`src/rtl/batch_initiator_pkg.sv`:
```
// Shared state encoding and start/done token field offsets for batch_initiator.
package initiator_pkg;

   typedef enum logic [2:0] {
      IDLE      = 3'd0,
      WAIT_IDLE = 3'd1,
      START     = 3'd2,
      RUN       = 3'd3,
      DONE_OUT  = 3'd4
   } state_t;

   localparam int RUNS_LSB = 0;

   function automatic int mask_lsb(input int cnt_w);
      return RUNS_LSB + cnt_w;
   endfunction

   function automatic int timeout_bit(input int tdata_w);
      return tdata_w - 1;
   endfunction

endpackage

```
`src/rtl/kernel_hs_latch.sv`:
```
// Per-kernel ap_ctrl_hs ready/done latches and ap_start generation.
// A disabled kernel reports both latches as set so it never blocks a round.
module kernel_hs_latch (
   input  logic clk,
   input  logic rst,
   input  logic en,
   input  logic clr,
   input  logic start_win,
   input  logic hs_win,
   input  logic ap_ready,
   input  logic ap_done,
   output logic ap_start,
   output logic ready_ok,
   output logic done_ok
);

   logic ready_q;
   logic done_q;

   always_ff @(posedge clk or posedge rst) begin
      if (rst) begin
         ready_q <= 1'b0;
         done_q  <= 1'b0;
      end else if (clr) begin
         ready_q <= 1'b0;
         done_q  <= 1'b0;
      end else begin
         if (en && hs_win && ap_ready) ready_q <= 1'b1;
         if (en && hs_win && ap_done)  done_q  <= 1'b1;
      end
   end

   assign ap_start = en && start_win && !ready_q;
   assign ready_ok = !en || ready_q;
   assign done_ok  = !en || done_q;

endmodule

```
`src/rtl/batch_initiator.sv`:
```
// Multi-run, multi-kernel ap_ctrl_hs start/done controller driven by AXI-Stream tokens.
// Optional per-run watchdog enabled with `define BATCH_INITIATOR_TIMEOUT_EN.
module batch_initiator
   import initiator_pkg::*;
#(
   parameter int N_KERNELS          = 1,
   parameter int C_AXIS_TDATA_WIDTH = 32,
   parameter int CNT_W              = 16,
   parameter int TIMEOUT_CYCLES     = 1048576
) (
   input  logic                            aclk,
   input  logic                            areset,
   input  logic [C_AXIS_TDATA_WIDTH-1:0]   s_start_axis_tdata,
   input  logic [C_AXIS_TDATA_WIDTH/8-1:0] s_start_axis_tstrb,
   input  logic                            s_start_axis_tvalid,
   output logic                            s_start_axis_tready,
   input  logic                            s_start_axis_tlast,
   output logic [C_AXIS_TDATA_WIDTH-1:0]   m_done_axis_tdata,
   output logic [C_AXIS_TDATA_WIDTH/8-1:0] m_done_axis_tstrb,
   output logic                            m_done_axis_tvalid,
   input  logic                            m_done_axis_tready,
   output logic                            m_done_axis_tlast,
   output logic [N_KERNELS-1:0]            ap_start,
   input  logic [N_KERNELS-1:0]            ap_done,
   input  logic [N_KERNELS-1:0]            ap_idle,
   input  logic [N_KERNELS-1:0]            ap_ready
);

   localparam int MASK_LSB = mask_lsb(CNT_W);
   localparam int TO_BIT   = timeout_bit(C_AXIS_TDATA_WIDTH);

   state_t               state;
   state_t               state_next;
   logic [CNT_W-1:0]     runs_in;
   logic [CNT_W-1:0]     runs_q;
   logic [CNT_W-1:0]     run_cnt;
   logic [CNT_W-1:0]     cnt_inc;
   logic [N_KERNELS-1:0] mask_in;
   logic [N_KERNELS-1:0] mask_q;
   logic [N_KERNELS-1:0] en;
   logic [N_KERNELS-1:0] ready_ok;
   logic [N_KERNELS-1:0] done_ok;
   logic                 accept;
   logic                 all_idle;
   logic                 all_ready;
   logic                 all_done;
   logic                 run_done;
   logic                 hs_win;
   logic                 start_win;
   logic                 timeout;
   logic                 to_fire;
   logic                 to_flag;
   logic                 latch_clr;
   logic                 unused_inputs;

   assign runs_in   = s_start_axis_tdata[RUNS_LSB +: CNT_W];
   assign mask_in   = s_start_axis_tdata[MASK_LSB +: N_KERNELS];
   assign en        = (mask_q == '0) ? '1 : mask_q;
   assign all_idle  = &(ap_idle | ~en);
   assign all_ready = &ready_ok;
   assign all_done  = &done_ok;
   assign cnt_inc   = run_cnt + 1'b1;
   assign accept    = s_start_axis_tready && s_start_axis_tvalid;
   assign hs_win    = (state == START) || (state == RUN);
   assign run_done  = (state == RUN) && all_done;
   // A run that completes in the same cycle the watchdog expires counts as completed.
   assign to_fire   = timeout && !run_done;
   assign start_win = (state == START) && !to_fire;
   assign latch_clr = accept || run_done || to_fire;

   assign unused_inputs = ^{s_start_axis_tstrb, s_start_axis_tlast, s_start_axis_tdata};

`ifdef BATCH_INITIATOR_TIMEOUT_EN
   logic [31:0] wd_cnt;

   // Restarts on every entry into START so the limit applies per run.
   always_ff @(posedge aclk or posedge areset) begin
      if (areset)                                    wd_cnt <= '0;
      else if (state != START && state_next == START) wd_cnt <= '0;
      else if (hs_win)                               wd_cnt <= wd_cnt + 32'd1;
   end

   assign timeout = hs_win && (wd_cnt >= 32'(TIMEOUT_CYCLES - 1));
`else
   localparam int unused_timeout = TIMEOUT_CYCLES;
   assign timeout = 1'b0;
`endif

   always_ff @(posedge aclk or posedge areset) begin
      if (areset) state <= IDLE;
      else        state <= state_next;
   end

   always_comb begin
      state_next = state;
      case (state)
         IDLE:      if (accept) state_next = (runs_in == '0) ? DONE_OUT : WAIT_IDLE;
         WAIT_IDLE: if (all_idle) state_next = START;
         START: begin
            if (to_fire)        state_next = DONE_OUT;
            else if (all_ready) state_next = RUN;
         end
         RUN: begin
            if (run_done)     state_next = (cnt_inc == runs_q) ? DONE_OUT : START;
            else if (to_fire) state_next = DONE_OUT;
         end
         DONE_OUT:  if (m_done_axis_tready) state_next = IDLE;
         default:   state_next = IDLE;
      endcase
   end

   always_comb begin
      s_start_axis_tready = (state == IDLE) && !areset;
      m_done_axis_tvalid  = (state == DONE_OUT);
      m_done_axis_tdata   = '0;
      if (state == DONE_OUT) begin
         m_done_axis_tdata[RUNS_LSB +: CNT_W] = run_cnt;
         m_done_axis_tdata[TO_BIT]            = to_flag;
      end
   end

   assign m_done_axis_tstrb = '1;
   assign m_done_axis_tlast = 1'b1;

   always_ff @(posedge aclk or posedge areset) begin
      if (areset) begin
         runs_q  <= '0;
         mask_q  <= '0;
         run_cnt <= '0;
         to_flag <= 1'b0;
      end else begin
         if (accept) begin
            runs_q  <= runs_in;
            mask_q  <= mask_in;
            run_cnt <= '0;
            to_flag <= 1'b0;
         end else begin
            if (run_done) run_cnt <= cnt_inc;
            if (to_fire)  to_flag <= 1'b1;
         end
      end
   end

   for (genvar i = 0; i < N_KERNELS; i++) begin : g_kernel
      kernel_hs_latch u_latch (
         .clk       (aclk),
         .rst       (areset),
         .en        (en[i]),
         .clr       (latch_clr),
         .start_win (start_win),
         .hs_win    (hs_win),
         .ap_ready  (ap_ready[i]),
         .ap_done   (ap_done[i]),
         .ap_start  (ap_start[i]),
         .ready_ok  (ready_ok[i]),
         .done_ok   (done_ok[i])
      );
   end

endmodule

```
`config.mk`:
```
export PLATFORM = sky130hd
export DESIGN_NAME = batch_initiator
export DESIGN_NICKNAME = d
export VERILOG_FILES = /design/src/rtl/batch_initiator_pkg.sv /design/src/rtl/kernel_hs_latch.sv /design/src/rtl/batch_initiator.sv
export SDC_FILE = /design/constraint.sdc
export NUM_CORES = 1
export LEC_CHECK = 0
export CORE_MARGIN = 2
export CORE_UTILIZATION = 50
export CTS_CLUSTER_SIZE = 10
export DETAILED_ROUTE_END_ITERATION = 16
export GPL_TIMING_DRIVEN = 0
export PLACE_DENSITY = 0.86
export SLEW_MARGIN = 20
export SYNTH_ARGS = -nofsm -noshare
export SYNTH_HDL_FRONTEND = slang
export SYNTH_HIERARCHICAL = 1
export SYNTH_SLANG_ARGS = --single-unit
```
`constraint.sdc`:
```
create_clock -name aclk -period 4.4 [get_ports aclk]
set_input_delay 0.66 -clock aclk [delete_from_list [all_inputs] [get_ports aclk]]
set_output_delay 0.66 -clock aclk [all_outputs]
set_load 0.03 [all_outputs]
```
==> impl_results.rst, run 1 <==
.. list-table::
   :header-rows: 1

   * - Metric
     - Value
   * - Net switching power of the design
     - 0.5433 mW
   * - Setup Total Neg Slack
     - 0 ps
   * - HPWL Detailed
     - 4473 µm
   * - # placed instances
     - 417
   * - Total number of H-tree levels
     - 2
   * - First drt pass iteration count
     - 5
   * - Switching portion of total power
     - 35.72%
   * - Core outline area
     - 5042 µm²
   * - Fin. Hold Viols
     - 0
   * - Launching element type of the critical path
     - flip-flop
   * - Horizontal extent of the die
     - 75.61 µm
   * - Kind of critical path
     - reg2out
   * - Clock tree from TritonCTS
     - yes
   * - Via density per instance
     - 5.424
   * - Total Routing Usage GR
     - 22.25%
   * - Maximum clock frequency
     - 282.4 MHz
   * - # clock sinks
     - 37
   * - Yosys warns
     - 6
   * - Post-layout instance area
     - 3282 µm²
   * - Leading cell types in the layout, fill and taps excluded
     - sky130_fd_sc_hd__clkdlybuf4s50_1 (41), sky130_fd_sc_hd__dfrtp_1 (37), sky130_fd_sc_hd__conb_1 (25), sky130_fd_sc_hd__buf_4 (23), sky130_fd_sc_hd__o21ai_0 (22)
   * - Comb pwr share
     - 41.8%
   * - Post-synth EDFFs
     - 0
   * - Maximum fanout along the worst path
     - 10
   * - Pwr dens
     - 463.5 nW/µm²
   * - Antenna violations before repair
     - 0
   * - Row count
     - 26
   * - Maximum number of pins on one net before global-route repair
     - 36
   * - Largest vdd supply drop
     - 0.0002805 V
   * - Hold bufs inserted after CTS
     - 0
   * - Clock Skew
     - 5.938 ps
   * - RSZ-0062 raised after global routing
     - no
   * - Internal Pwr Total
     - 0.9777 mW
   * - Clock buffer count from CTS
     - 5
   * - Worst relative slew slack
     - 33.11%
   * - Die Footprint
     - 5716 µm²
   * - Non-filler instance count after layout
     - 425
   * - Remaining Overflow, GRT
     - 0
   * - Most frequent standard cell in the layout excluding fill and tap cells
     - sky130_fd_sc_hd__clkdlybuf4s50_1
   * - Share of cells above drive strength 1
     - 18.03%
   * - Post-CTS Setup Inserts
     - 0
   * - Measured slew at the worst slew-check pin
     - 995.6 ps
   * - Synthesized cell area
     - 2564 µm²
   * - Total power draw
     - 1.521 mW
   * - Sequential fraction of the synthesis area
     - 36.12%
   * - Post-layout minimum cycle time
     - 3541 ps
   * - Net count of the finished layout
     - 399
   * - Mapped Avg Cell Area
     - 9.059 µm²
   * - Number of gates resized after cts
     - 0
   * - Post-placement cell area
     - 3148 µm²
   * - Drt wl/cell
     - 13.91 µm
   * - Clock transition time at the flip-flop clock pins of the worst setup and hold paths
     - 70 ps
   * - First-iteration detailed-routing DRC count
     - 185
   * - Fraction of synthesis flops using an asynchronous set or reset pin
     - 100.0%
   * - Via count of the first global-routing pass
     - 1956
   * - Critical path data arrival time
     - 2880 ps
   * - Drt drc
     - 0
   * - Leak Pwr
     - 1.480 nW
   * - Run status
     - finished, final reports clean
   * - First-pass GRT wire length
     - 9508 µm
   * - Final number of setup-violating endpoints
     - 0
   * - Worst min-delay path class
     - reg2reg
   * - Share of the core filled with cells in the final layout
     - 65.09%
   * - Initial standard-cell utilization of the core
     - 50.84%
   * - Number of filler cells placed in the layout
     - 416
   * - Global placement routability congestion
     - 0.8766
   * - Yosys reg bits
     - 37
   * - Layout-stage area growth over the synthesis result
     - 28.01%
   * - Commonest register cell after synthesis
     - sky130_fd_sc_hd__dfrtp_1
   * - # Max-Cap Violations
     - 0
   * - Sequential group share of total power
     - 35.4%
   * - Final worst-path cycle share
     - 80.47%
   * - Count of different cell masters after synthesis
     - 51
   * - Library cell used as clock root buffer
     - sky130_fd_sc_hd__clkbuf_8
   * - Fraction of power consumed by the clock network
     - 22.8%
   * - Count of final max-slew check failures
     - 0
   * - Endpoint kind of the worst setup timing path
     - primary output
   * - Antenna diode count
     - 0
   * - Y dimension of the die
     - 75.61 µm
   * - Number of port buffers
     - 41
   * - Number of standard cells after synthesis
     - 283
   * - Clock buffer depth
     - 2
   * - Vias
     - 2305
   * - IO Pins
     - 84
   * - WL final
     - 5911 µm
   * - CP required
     - 3740 ps
   * - Clock insertion delay at the later pin of the skew report
     - 290 ps
   * - Antenna-violating nets left
     - 0
## logic make-up after synthesis
| logic type | after synthesis | synth area share, % |
|---|---|---|
| and+or+nand+nor | 104 | 23.09 |
| adders and majority gates | 1 | 0.4880 |
| xor gates and xnor gates | 22 | 8.638 |
| buffers and inverters | 47 | 10.69 |
| muxes | 18 | 7.809 |
| AOI/OAI and AO/OA | 52 | 12.88 |
| other | 2 | 0.2929 |
| DFF | 37 | 36.12 |
## metal layers
layer / routed length [µm] / global-route usage (%) / part of all wire [%] / up-vias
met4: 115 / 8.187 / 1.9 / 0
met3: 519 / 4.365 / 8.8 / 13
li1: - / - / - / 1087
met5: 0 / 0 / 0 / -
met2: 2805 / 35.46 / 47 / 141
met1: 2471 / 30.24 / 42 / 1064
## critical path, stage by stage (launching register included)
cell and delay, ps:
sky130_fd_sc_hd__dfrtp_1 390, sky130_fd_sc_hd__clkbuf_1 220, sky130_fd_sc_hd__nor3_1 850, sky130_fd_sc_hd__clkbuf_1 310, sky130_fd_sc_hd__and2_1 170, sky130_fd_sc_hd__clkdlybuf4s50_1 660
## metrics by stage
step	hold slack (ps)	worst slack, ps
floorplan	401.2	1494
global placement	468.0	1144
detailed placement	489.7	1161
CTS	505.2	837.4
global route	533.9	670.6
finish	504.8	859.5
## flip-flops by register name (all words and copies together), names as in the netlist
| signal | flops |
|---|---|
| g_kernel.u_latch/ready_q | 1 |
| g_kernel.u_latch/done_q | 1 |
| runs_q | 16 |
| state | 3 |
| run_cnt | 16 |
## area by class of cell
cell class	count	area, µm²	area share (%)
Tap cell	70	87.58	2.669
Timing Repair Buffer	41	410.4	12.50
Inverter	7	26.28	0.8006
Multi-Input combinational cell	222	1450	44.19
Sequential cell	37	925.9	28.21
Clock inverter	3	65.06	1.982
Clock buffer	5	68.82	2.097
Buffer	40	247.7	7.549
## synth_stat cells, drive strengths merged (3+ instances only)
| cell type | instances | area share [%] |
|---|---|---|
| inv | 7 | 1.0 |
| mux2 | 16 | 7.0 |
| and4 | 3 | 1.0 |
| dfrtp | 37 | 36 |
| nor3 | 6 | 1.2 |
| nand4 | 7 | 2.0 |
| nand2b | 4 | 0.98 |
| nand3 | 9 | 2.0 |
| a221oi | 3 | 1.0 |
| a31oi | 3 | 0.73 |
| nand2 | 18 | 2.6 |
| nor2 | 16 | 2.3 |
| nor2b | 4 | 0.98 |
| xnor2 | 16 | 5.5 |
| and3 | 7 | 1.8 |
| xor2 | 4 | 1.4 |
| a21oi | 7 | 1.4 |
| and2 | 18 | 4.4 |
| clkbuf | 9 | 1.4 |
| buf | 31 | 8.3 |
| nor4 | 7 | 2.3 |
| o31ai | 4 | 1.2 |
| o21ai | 22 | 4.3 |
## power groups by stage
stage               Clock [mW]  Combinational (mW)  Sequential, mW
finish                   0.346               0.636           0.538
global route             0.363               0.694           0.554
floorplan                    0               0.499           0.513
global placement             0               0.596           0.536
CTS                      0.351               0.627           0.537
detailed placement           0               0.623           0.544
## worst paths after layout
check	from	endpoint	cells past startpoint	slack [ps]
worst max-delay path	state[0]	m_done_axis_tdata[7]	5	860
worst min-delay path	g_kernel[0].u_latch/ready_q	g_kernel[0].u_latch/ready_q	2	500
worst max register to register	run_cnt[0]	state[1]	7	1830
worst min register to register	g_kernel[0].u_latch/ready_q	g_kernel[0].u_latch/ready_q	2	500
max in group asynchronous	areset	run_cnt[12]	2	3030
min in group asynchronous	areset	g_kernel[0].u_latch/done_q	2	640
Power figures use the tool's default switching activity.
==> run 2, diff against run 1 <==
- CORE_UTILIZATION: 50 -> 42
- PLACE_DENSITY: 0.86 -> 0.77
- clock period: 4.4 -> 3.1 ns (I/O delays scaled with it)
==> run 2 against run 1 <==
Compared with the run above:
- critical path depth did not move
- first-iteration DRC count increased by 40%
- final cell count is 1.4% higher
- global-route usage is 3.7 points lower
- utilization decreased by 9.2 points
- combinational power is 39% higher
- sequential cell count stayed put
- die area is 18% higher
- setup slack got worse by 570 ps
- non-clock buffer count rose by 1
- clock-buffer cell count did not move
- highest routed layer unchanged
==> impl_results.rst, run 2 (same netlist as run 1, synthesis figures left out) <==
.. list-table::
   :header-rows: 1

   * - Metric
     - Value
   * - Total number of H-tree levels
     - 2
   * - Total Routing Usage GR
     - 18.54%
   * - Net switching power of the design
     - 0.7513 mW
   * - Hold bufs inserted after CTS
     - 0
   * - Clock buffer depth
     - 2
   * - Cell type with the highest occurrence count on the critical path
     - sky130_fd_sc_hd__clkbuf_1
   * - Vias
     - 2220
   * - Fin. Hold Viols
     - 0
   * - Sequential cell area
     - 925.9 µm²
   * - Family with the most delay on the worst path
     - buffers and inverters
   * - Worst Reg2Reg Path Length in Cells
     - 7
   * - Share of the core filled with cells in the final layout
     - 55.85%
   * - Most frequent standard cell in the layout excluding fill and tap cells
     - sky130_fd_sc_hd__clkdlybuf4s50_1
   * - Worst reg2reg setup slack
     - 610 ps
   * - Clock transition time at the flip-flop clock pins of the worst setup and hold paths
     - 70 ps
   * - Clock insertion delay at the later pin of the skew report
     - 290 ps
   * - Internal Pwr Total
     - 1.388 mW
   * - HPWL Detailed
     - 4452 µm
   * - Antenna diode count
     - 0
   * - Clock buffer count from CTS
     - 5
   * - Initial standard-cell utilization of the core
     - 43.30%
   * - First-iteration detailed-routing DRC count
     - 259
   * - Comb pwr share
     - 41.3%
   * - Y dimension of the die
     - 82.13 µm
   * - Drt wl/cell
     - 13.51 µm
   * - First-pass GRT wire length
     - 9680 µm
   * - Maximum fanout along the worst path
     - 10
   * - Launching element type of the critical path
     - flip-flop
   * - Multi-input logic area
     - 1461 µm²
   * - WL final
     - 5821 µm
   * - RSZ-0062 raised after global routing
     - no
   * - Library cell used as clock root buffer
     - sky130_fd_sc_hd__clkbuf_8
   * - Worst relative slew slack
     - 52.30%
   * - Post-layout minimum cycle time
     - 2810 ps
   * - Critical path data arrival time
     - 2350 ps
   * - Via count of the first global-routing pass
     - 1998
   * - Clock tree from TritonCTS
     - yes
   * - Largest incremental delay on the critical path
     - 670 ps
   * - Share of cells above drive strength 1
     - 18.54%
   * - Final number of setup-violating endpoints
     - 0
   * - Worst reg2reg path startpoint
     - run_cnt[0]
   * - CP max-delay cell
     - sky130_fd_sc_hd__clkdlybuf4s50_1
   * - Maximum clock frequency
     - 355.9 MHz
   * - # Max-Cap Violations
     - 0
   * - Leak Pwr
     - 1.494 nW
   * - Largest vdd supply drop
     - 0.0003071 V
   * - # clock sinks
     - 37
   * - Number of filler cells placed in the layout
     - 546
   * - CP required
     - 2630 ps
   * - IO Pins
     - 84
   * - Die Footprint
     - 6745 µm²
   * - Drt drc
     - 0
   * - Logic depth of the worst setup path including buffers
     - 5
   * - Layout-stage area growth over the synthesis result
     - 28.99%
   * - Final worst-path cycle share
     - 90.65%
   * - Sequential group share of total power
     - 35.6%
   * - Leading cell types in the layout, fill and taps excluded
     - sky130_fd_sc_hd__clkdlybuf4s50_1 (41), sky130_fd_sc_hd__dfrtp_1 (37), sky130_fd_sc_hd__conb_1 (25), sky130_fd_sc_hd__buf_4 (24), sky130_fd_sc_hd__o21ai_0 (22)
   * - Count of final max-slew check failures
     - 0
   * - Core outline area
     - 5921 µm²
   * - Switching portion of total power
     - 35.12%
   * - Worst min-delay path class
     - in2async
   * - Kind of critical path
     - reg2out
   * - Row count
     - 28
   * - Maximum number of pins on one net before global-route repair
     - 36
   * - Net count of the finished layout
     - 400
   * - Endpoint kind of the worst setup timing path
     - primary output
   * - Horizontal extent of the die
     - 82.13 µm
   * - Measured slew at the worst slew-check pin
     - 714.4 ps
   * - Clock Skew
     - 4.632 ps
   * - CP Buf/Inv Count
     - 3
   * - Via density per instance
     - 5.151
   * - Regs by FF count
     - run_cnt (16), runs_q (16), state (3)
   * - Global placement routability congestion
     - 0.8910
   * - Antenna violations before repair
     - 0
   * - Worst reg2reg path endpoint
     - state[1]
   * - Cell breakdown of the critical path
     - clkbuf_1, nor3_4, clkbuf_1, and2_1, clkdlybuf4s50_1
   * - Remaining Overflow, GRT
     - 0
   * - Fraction of power consumed by the clock network
     - 23.1%
   * - Non-filler instance count after layout
     - 431
   * - # placed instances
     - 422
   * - First drt pass iteration count
     - 5
   * - Pwr dens
     - 646.8 nW/µm²
   * - Run status
     - finished, final reports clean
   * - Antenna-violating nets left
     - 0
   * - Number of port buffers
     - 41
run 2: cell count changes in the layout (fill, tap and decap cells not counted):
cell	delta
sky130_fd_sc_hd__nor3_1	-1
sky130_fd_sc_hd__nor3_4	+1
sky130_fd_sc_hd__buf_4	+1
run 2: final cells by class:
class                           count  share of cell area, %
Sequential cell                    37                  28.00
Inverter                            7                 0.7946
Tap cell                           75                  2.838
Buffer                             40                  7.492
Clock inverter                      3                  1.967
Clock buffer                        5                  2.081
Multi-Input combinational cell    222                  44.19
Timing Repair Buffer               42                  12.64
run 2: worst max path at each step:
stage / slack (ps) / start / endpoint
3_3_place_gp: -10 / state[0] / m_done_axis_tdata[8]
4_1_cts: 100 / state[0] / m_done_axis_tdata[9]
5_1_grt: 120 / state[0] / m_done_axis_tdata[8]
6_report: 290 / state[0] / m_done_axis_tdata[9]
3_5_place_dp: -80 / state[0] / m_done_axis_tdata[9]
2_1_floorplan: 280 / state[1] / runs_q[0]
run 2: worst reg2reg max path: stages, from the launching register on:
cell	delay [ps]
sky130_fd_sc_hd__dfrtp_1	490
sky130_fd_sc_hd__ha_1	270
sky130_fd_sc_hd__nand3_1	250
sky130_fd_sc_hd__nor2_1	330
sky130_fd_sc_hd__o211ai_1	150
sky130_fd_sc_hd__or4_4	540
sky130_fd_sc_hd__a211oi_1	240
sky130_fd_sc_hd__a21oi_1	100
run 2: metrics by stage:
step                setup slack (ps)  hold slack, ps  power [mW]  setup TNS (ps)  cell area (µm²)
floorplan                      281.4           206.2       1.436               0             2650
detailed placement            -75.73           491.2       1.649          -543.0             3154
finish                         290.0           447.2       2.139               0             3307
CTS                            98.69           439.6       2.150               0             3299
global placement              -10.35           470.5       1.613          -78.75             3154
global route                   123.7           466.2       2.289               0             3307
run 2: power by group through the flow:
stage | clock network (mW) | logic, mW | registers [mW]
6_report | 0.493 | 0.884 | 0.762
2_1_floorplan | 0 | 0.708 | 0.728
3_5_place_dp | 0 | 0.880 | 0.769
4_1_cts | 0.504 | 0.886 | 0.760
3_3_place_gp | 0 | 0.850 | 0.763
5_1_grt | 0.524 | 0.980 | 0.785
run 2: layer usage:
layer,up-vias,GRT usage [%],share of wire (%)
met5,-,0,0
met4,0,7.000,1.2
met3,6,2.283,7.1
met2,109,29.11,46
met1,1005,26.25,46
li1,1100,-,-
run 2: timing repair:
action                     CTS  global route
resized for setup            2             0
setup endpoints to repair   17             9
buffers inserted             0             1
pin swaps                    0             1
==> run 3, diff against run 2 <==
- CTS_CLUSTER_DIAMETER: default -> 30
==> results of run 3 <==
The final DEF is identical to that of run 2; final timing and power are the same.
